$ cat src/rtl/muldiv_if.sv
// Handshake and operand bus between the pipeline and the RV32M multiply/divide sequencer.
interface muldiv_if #(
  parameter int XLEN = 32
);
  logic            start;
  logic            flush;
  logic [2:0]      funct3;
  logic [XLEN-1:0] data1;
  logic [XLEN-1:0] data2;
  logic            busy;
  logic            done;
  logic [XLEN-1:0] result;

  modport master (output start, flush, funct3, data1, data2, input busy, done, result);
  modport slave  (input start, flush, funct3, data1, data2, output busy, done, result);
endinterface

$ cat src/rtl/muldiv_sequencer.sv
// RV32M multiply (single cycle) / restoring divide (XLEN steps + sign fix) sequencer.
// Optional macro MULDIV_FAST_SPECIAL_EN: divide-by-zero and signed overflow complete straight from accept.
module muldiv_sequencer #(
  parameter int XLEN = 32
) (
  input logic     clk_i,
  input logic     rst_i,
  muldiv_if.slave bus
);
  localparam int CNT_W = $clog2(XLEN) + 1;

  typedef enum logic [2:0] {S_IDLE, S_MUL, S_DIV, S_FIX, S_DONE} state_t;

  state_t          state_q;
  logic            busy_q;
  logic            done_q;
  logic [XLEN-1:0] result_q;
  logic [CNT_W-1:0] cnt_q;
  logic [1:0]      op_q;
  logic [XLEN-1:0] a_q;
  logic [XLEN-1:0] b_q;
  logic [XLEN-1:0] rem_q;
  logic            neg_quo_q;
  logic            neg_rem_q;
  logic [XLEN:0]   shift_w;
  logic [XLEN:0]   trial_w;
  logic            sgn_w;

  // Operands extended to 2*XLEN; the low 2*XLEN bits of the product are exact for every sign mix.
  function automatic logic [XLEN-1:0] mul_word(input logic [1:0] op,
                                               input logic [XLEN-1:0] a, input logic [XLEN-1:0] b);
    logic            sa;
    logic            sb;
    logic [2*XLEN-1:0] ax;
    logic [2*XLEN-1:0] bx;
    logic [2*XLEN-1:0] p;
    sa = (op == 2'b01) || (op == 2'b10);
    sb = (op == 2'b01);
    ax = {{XLEN{sa & a[XLEN-1]}}, a};
    bx = {{XLEN{sb & b[XLEN-1]}}, b};
    p  = ax * bx;
    return (op == 2'b00) ? p[XLEN-1:0] : p[2*XLEN-1:XLEN];
  endfunction

  function automatic logic [XLEN-1:0] div_fix(input logic want_rem, input logic neg_quo,
                                              input logic neg_rem, input logic [XLEN-1:0] quo,
                                              input logic [XLEN-1:0] rem);
    if (want_rem) return neg_rem ? -rem : rem;
    return neg_quo ? -quo : quo;
  endfunction

  assign sgn_w   = !bus.funct3[0];
  assign shift_w = {rem_q, a_q[XLEN-1]};
  assign trial_w = shift_w - {1'b0, b_q};

`ifdef MULDIV_FAST_SPECIAL_EN
  logic            special_w;
  logic [XLEN-1:0] special_res_w;

  always_comb begin
    special_w = bus.funct3[2] && ((bus.data2 == '0) ||
                (!bus.funct3[0] && bus.data1 == {1'b1, {(XLEN-1){1'b0}}} && (&bus.data2)));
    if (bus.data2 == '0) special_res_w = bus.funct3[1] ? bus.data1 : '1;
    else                 special_res_w = bus.funct3[1] ? '0 : bus.data1;
  end
`endif

  always_ff @(posedge clk_i) begin
    if (rst_i) begin
      state_q  <= S_IDLE;
      busy_q   <= 1'b0;
      done_q   <= 1'b0;
      result_q <= '0;
      cnt_q    <= '0;
    end else if (bus.flush) begin
      state_q <= S_IDLE;
      busy_q  <= 1'b0;
      done_q  <= 1'b0;
    end else begin
      done_q <= 1'b0;
      case (state_q)
        S_IDLE, S_DONE: begin
          state_q <= S_IDLE;
          busy_q  <= 1'b0;
          if (bus.start) begin
            op_q  <= bus.funct3[1:0];
            cnt_q <= '0;
`ifdef MULDIV_FAST_SPECIAL_EN
            if (special_w) begin
              state_q  <= S_DONE;
              done_q   <= 1'b1;
              result_q <= special_res_w;
            end else
`endif
            if (bus.funct3[2]) begin
              // Divide runs on magnitudes; a zero divisor keeps the all-ones quotient unsigned.
              state_q   <= S_DIV;
              busy_q    <= 1'b1;
              a_q       <= (sgn_w && bus.data1[XLEN-1]) ? -bus.data1 : bus.data1;
              b_q       <= (sgn_w && bus.data2[XLEN-1]) ? -bus.data2 : bus.data2;
              rem_q     <= '0;
              neg_quo_q <= sgn_w && (bus.data1[XLEN-1] ^ bus.data2[XLEN-1]) && (bus.data2 != '0);
              neg_rem_q <= sgn_w && bus.data1[XLEN-1];
            end else begin
              state_q <= S_MUL;
              busy_q  <= 1'b1;
              a_q     <= bus.data1;
              b_q     <= bus.data2;
            end
          end
        end
        S_MUL: begin
          result_q <= mul_word(op_q, a_q, b_q);
          state_q  <= S_DONE;
          busy_q   <= 1'b0;
          done_q   <= 1'b1;
        end
        S_DIV: begin
          if (!trial_w[XLEN]) begin
            rem_q <= trial_w[XLEN-1:0];
            a_q   <= {a_q[XLEN-2:0], 1'b1};
          end else begin
            rem_q <= shift_w[XLEN-1:0];
            a_q   <= {a_q[XLEN-2:0], 1'b0};
          end
          cnt_q <= cnt_q + CNT_W'(1);
          if (cnt_q == CNT_W'(XLEN-1)) state_q <= S_FIX;
        end
        S_FIX: begin
          result_q <= div_fix(op_q[1], neg_quo_q, neg_rem_q, a_q, rem_q);
          state_q  <= S_DONE;
          busy_q   <= 1'b0;
          done_q   <= 1'b1;
        end
        default: begin
          state_q <= S_IDLE;
          busy_q  <= 1'b0;
        end
      endcase
    end
  end

  assign bus.busy   = busy_q;
  assign bus.done   = done_q;
  assign bus.result = result_q;
endmodule

$ cat src/flat_wrapper.sv
// flat-port wrapper written by rule: the top's interface ports become plain ports
module muldiv_sequencer_flat 
#(
  parameter int XLEN = 32
)
  (clk_i, rst_i, bus_start, bus_flush, bus_funct3, bus_data1, bus_data2, bus_busy, bus_done, bus_result);
  muldiv_if #(.XLEN(XLEN)) bus_i ();
  input logic clk_i;
  input logic rst_i;
  input wire logic [$bits(bus_i.start)-1:0] bus_start;
  input wire logic [$bits(bus_i.flush)-1:0] bus_flush;
  input wire logic [$bits(bus_i.funct3)-1:0] bus_funct3;
  input wire logic [$bits(bus_i.data1)-1:0] bus_data1;
  input wire logic [$bits(bus_i.data2)-1:0] bus_data2;
  output wire logic [$bits(bus_i.busy)-1:0] bus_busy;
  output wire logic [$bits(bus_i.done)-1:0] bus_done;
  output wire logic [$bits(bus_i.result)-1:0] bus_result;
  assign bus_i.start = bus_start;
  assign bus_i.flush = bus_flush;
  assign bus_i.funct3 = bus_funct3;
  assign bus_i.data1 = bus_data1;
  assign bus_i.data2 = bus_data2;
  assign bus_busy = bus_i.busy;
  assign bus_done = bus_i.done;
  assign bus_result = bus_i.result;
  muldiv_sequencer #(.XLEN(XLEN)) u_core (.clk_i(clk_i), .rst_i(rst_i), .bus(bus_i));
endmodule
$ cat config.mk
export PLATFORM = sky130hd
export DESIGN_NAME = muldiv_sequencer_flat
export DESIGN_NICKNAME = d
export VERILOG_FILES = /design/src/rtl/muldiv_if.sv /design/src/rtl/muldiv_sequencer.sv /design/src/flat_wrapper.sv
export SDC_FILE = /design/constraint.sdc
export NUM_CORES = 2
export LEC_CHECK = 0
export ABC_AREA = 0
export BUFFER_PORTS_ARGS = -buffer_cell sky130_fd_sc_hd__buf_2
export CAP_MARGIN = 20
export CORE_MARGIN = 5
export CORE_UTILIZATION = 30
export CTS_BUF_LIST = sky130_fd_sc_hd__clkbuf_16
export DETAILED_ROUTE_END_ITERATION = 10
export GPL_ROUTABILITY_DRIVEN = 1
export HOLD_SLACK_MARGIN = 0.06
export PLACE_DENSITY = 0.41
export SLEW_MARGIN = 20
export SYNTH_ARGS = -nofsm -noshare
export SYNTH_HDL_FRONTEND = slang
export SYNTH_SLANG_ARGS = --single-unit
$ cat constraint.sdc
create_clock -name clk_i -period 11.6 [get_ports clk_i]
set_input_delay 2.9 -clock clk_i [delete_from_list [all_inputs] [get_ports clk_i]]
set_output_delay 2.9 -clock clk_i [all_outputs]
set_load 0.01 [all_outputs]
==> key figures <==
Setup path
  • Stages on worst setup path: 30
  • Req. time, crit path: 11.98 ns
  • Startpoint Class: register
  • Setup crit end kind: register
  • WP buf/inv: 9
  • CP max FO: 19
  • Most used cell, CP: fa_1
  • Biggest cell delay along the critical path: 0.88 ns
  • CP max-delay cell: fa_1
  • Setup CP Type: reg -> reg
  • Delay-heaviest family, CP: adder cells
  • Critical path data arrival time: 10.61 ns
  • R2R cell count: 30

Detailed routing
  • Met1 WL: 78.7 mm
  • Via count: 37500
  • Top sig layer: met5
  • DRC: 0
  • 1st-iter DRT viols: 2671
  • Detail Route met3 WL: 8.78 mm
  • Router iterations before antenna repair: 5
  • Routed WL: 177 mm
  • Vias/cell: 4.91
  • Antenna Violating Nets Remaining: 0
  • Routed wire per std cell: 23.1 um
  • Met2 Wirelength: 86.0 mm

Clock tree
  • Clock buffer depth: 2
  • Post-CTS setup repair buffer count: 0
  • Resized cells post-CTS: 0
  • Skew-Pair Late Insertion Delay: 0.54 ns
  • CTS root buf: clkbuf_16
  • CTS tree: done
  • Hold buffers post-CTS: 0
  • Htree depth: 4
  • Clk sinks: 143
  • Clock-pin slew on the worst setup and hold paths: 0.08 ns
  • Num CTS Buffers: 17

Synth
  • Syn Area/Cell: 8.78 um^2
  • Syn_nets: 7000
  • Cell area after synthesis: 48700 um^2
  • FF+latch count, synth: 143
  • Post-Synthesis Cells: 5551
  • Post-synth EDFFs: 100
  • YS warnings: 0
  • Post-synthesis sequential area ratio: 0.0793
  • Synth Flop Type: edfxtp_1
  • Async SR Flop Fraction: 0
  • Number of unique standard cell types used by synthesis: 91

Floorplanning
  • Rows: 147
  • Initial Utilization: 0.303
  • Die width: 413 um
  • I/O pins: 105
  • Die area: 171000 um^2
  • DIE HEIGHT: 413 um
  • Core area: 161000 um^2

GRT
  • Initial antenna violation count: 25
  • Global-route wire length before repair: 268 mm
  • Total global routing overflow: 0
  • Overall routing resource usage: 0.212
  • Vias in the first global route: 39800
  • Largest net degree at the start of global routing: 60

Cells and area
  • Nets@finish: 6914
  • Core Util, Final: 0.324
  • Multi-input logic area: 39000 um^2
  • Layout cells sized above 1: 0.0544
  • Synth-to-layout area growth: 7.17%
  • Area occupied by registers: 3860 um^2
  • Fill count: 17100

STA
  • Crit share post-route: 0.882
  • Final min period: 10.23 ns
  • Worst-Margin Slew: 1.12 ns
  • Final slew viol count: 0
  • Fin. Hold Viols: 0
  • Finish-stage setup viols: 0
  • Unrepaired setup endpoints after global routing: false
  • Setup TNS: 0 ns
  • Slew HR: 0.251
  • Setup Skew: 0.0423 ns
  • F_max: 0.0978 GHz

Place
  • GPL Wtd Cong: 0.872
  • Number of I/O port buffers: 104
  • Dpl hpwl: 143 mm

Job
  • Max Cap Viol: 0

Worst hold path
  • Worst Hold Class: reg -> reg
  • Cells on Worst Hold Path: 1

Outcome
  • Status: completed
worst register-to-register path, delay by kind of cell, from the launching register on:
| family | cells | cell delay [ns] |
|---|---|---|
| buffers and inverters | 9 | 1.68 |
| and+or+nand+nor | 6 | 2.18 |
| adders and majority gates | 10 | 5.15 |
| AOI/OAI and AO/OA | 4 | 0.53 |
| DFF | 1 | 0.36 |
| muxes | 1 | 0.21 |
flip-flops by register name, summed over array words and instances (netlist names):
| register | count |
|---|---|
| u_core.neg_quo_q | 1 |
| u_core.bus.done | 1 |
| u_core.bus.busy | 1 |
| u_core.neg_rem_q | 1 |
| u_core.a_q | 32 |
| u_core.rem_q | 32 |
| u_core.b_q | 32 |
| u_core.bus.result | 32 |
| u_core.state_q | 3 |
| u_core.op_q | 2 |
| u_core.cnt_q | 6 |
final cells by class:
cell class                 instances  area share
multi-input combinational       3843       0.747
sequential                       143      0.0740
inverter                        1254      0.0902
clock buffer                      17     0.00815
antenna                            1   0.0000479
tap                             2160      0.0518
clock inverter                    15     0.00412
timing repair buffer             206      0.0253
final timing paths:
check                   from                    end  slack [ns]
min reg2reg  u_core.bus.busy        u_core.bus.busy        0.47
max reg2reg   u_core.op_q[1]  u_core.bus.result[28]        1.37
min          u_core.bus.busy        u_core.bus.busy        0.47
max           u_core.op_q[1]  u_core.bus.result[28]        1.37
layer usage:
metal / GRT usage / up-vias
met1: 0.297 / 20000
li1: - / 16500
met4: 0.0352 / 4
met3: 0.0245 / 111
met2: 0.360 / 951
met5: 0 / -
cell families after synthesis:
logic type	after synthesis	synth area share
compound gates	568	0.0760
xor+xnor	207	0.0374
fa+ha+maj	1378	0.527
buf+inv	1565	0.121
flops	143	0.0793
mux	11	0.00226
simple gates	1679	0.156
metrics by stage:
step / hold WS (ns) / setup slack (ns) / cells / area [um^2]
5_1_grt: 0.490 / 0.727 / 7638 / 52200
2_1_floorplan: 0.455 / 2.77 / 5551 / 48700
3_5_place_dp: 0.454 / 1.38 / 7606 / 51600
6_report: 0.469 / 1.37 / 7639 / 52200
3_3_place_gp: 0.454 / 1.58 / 7605 / 51500
4_1_cts: 0.471 / 1.32 / 7638 / 52200
cells in the mapped netlist (46+ instances only):
master	n	area (um^2)
a21oi_1	169	846
and2_1	238	1490
clkbuf_1	250	938
edfxtp_1	100	3000
fa_1	1126	22500
ha_1	252	3150
inv_1	1252	4700
nand2_1	973	3650
nor2_1	203	762
nor3_1	46	230
o21ai_0	119	596
xnor2_1	115	1010
xor2_1	91	797
placed cells by master (no fill, tap or decap), drive strengths merged, types with 6 or more instances in the layout:
master  synthesis  final
buf            59    206
o21ai         135    135
nand3          37     37
nor2          203    203
xnor2         116    116
nor3b           7      7
and2          239    239
o31a            6      6
nor3           46     46
nand2b         21     21
fa           1126   1126
a221oi         10     10
ha            252    252
nand2         973    973
o41ai          17     17
mux2i          11     11
nor4           23     23
xor2           91     91
nand4          21     21
clkinv          2      6
or2            13     13
a211oi         27     27
o31ai          37     37
o21bai         12     12
a31oi          14     14
a21oi         172    172
clkbuf        252     17
inv          1252   1260
dfxtp          43     43
or4            14     14
a221o           7      7
o22ai           9      9
a21o           43     43
a311oi          6      6
o211ai         12     12
and3           36     36
edfxtp        100    100
nor2b          13     13
or3            18     18
o21a           20     20
Power is left out: the tool's default activity adds up to more than one toggle a clock period on the data nets, which glitch-free logic cannot reach.
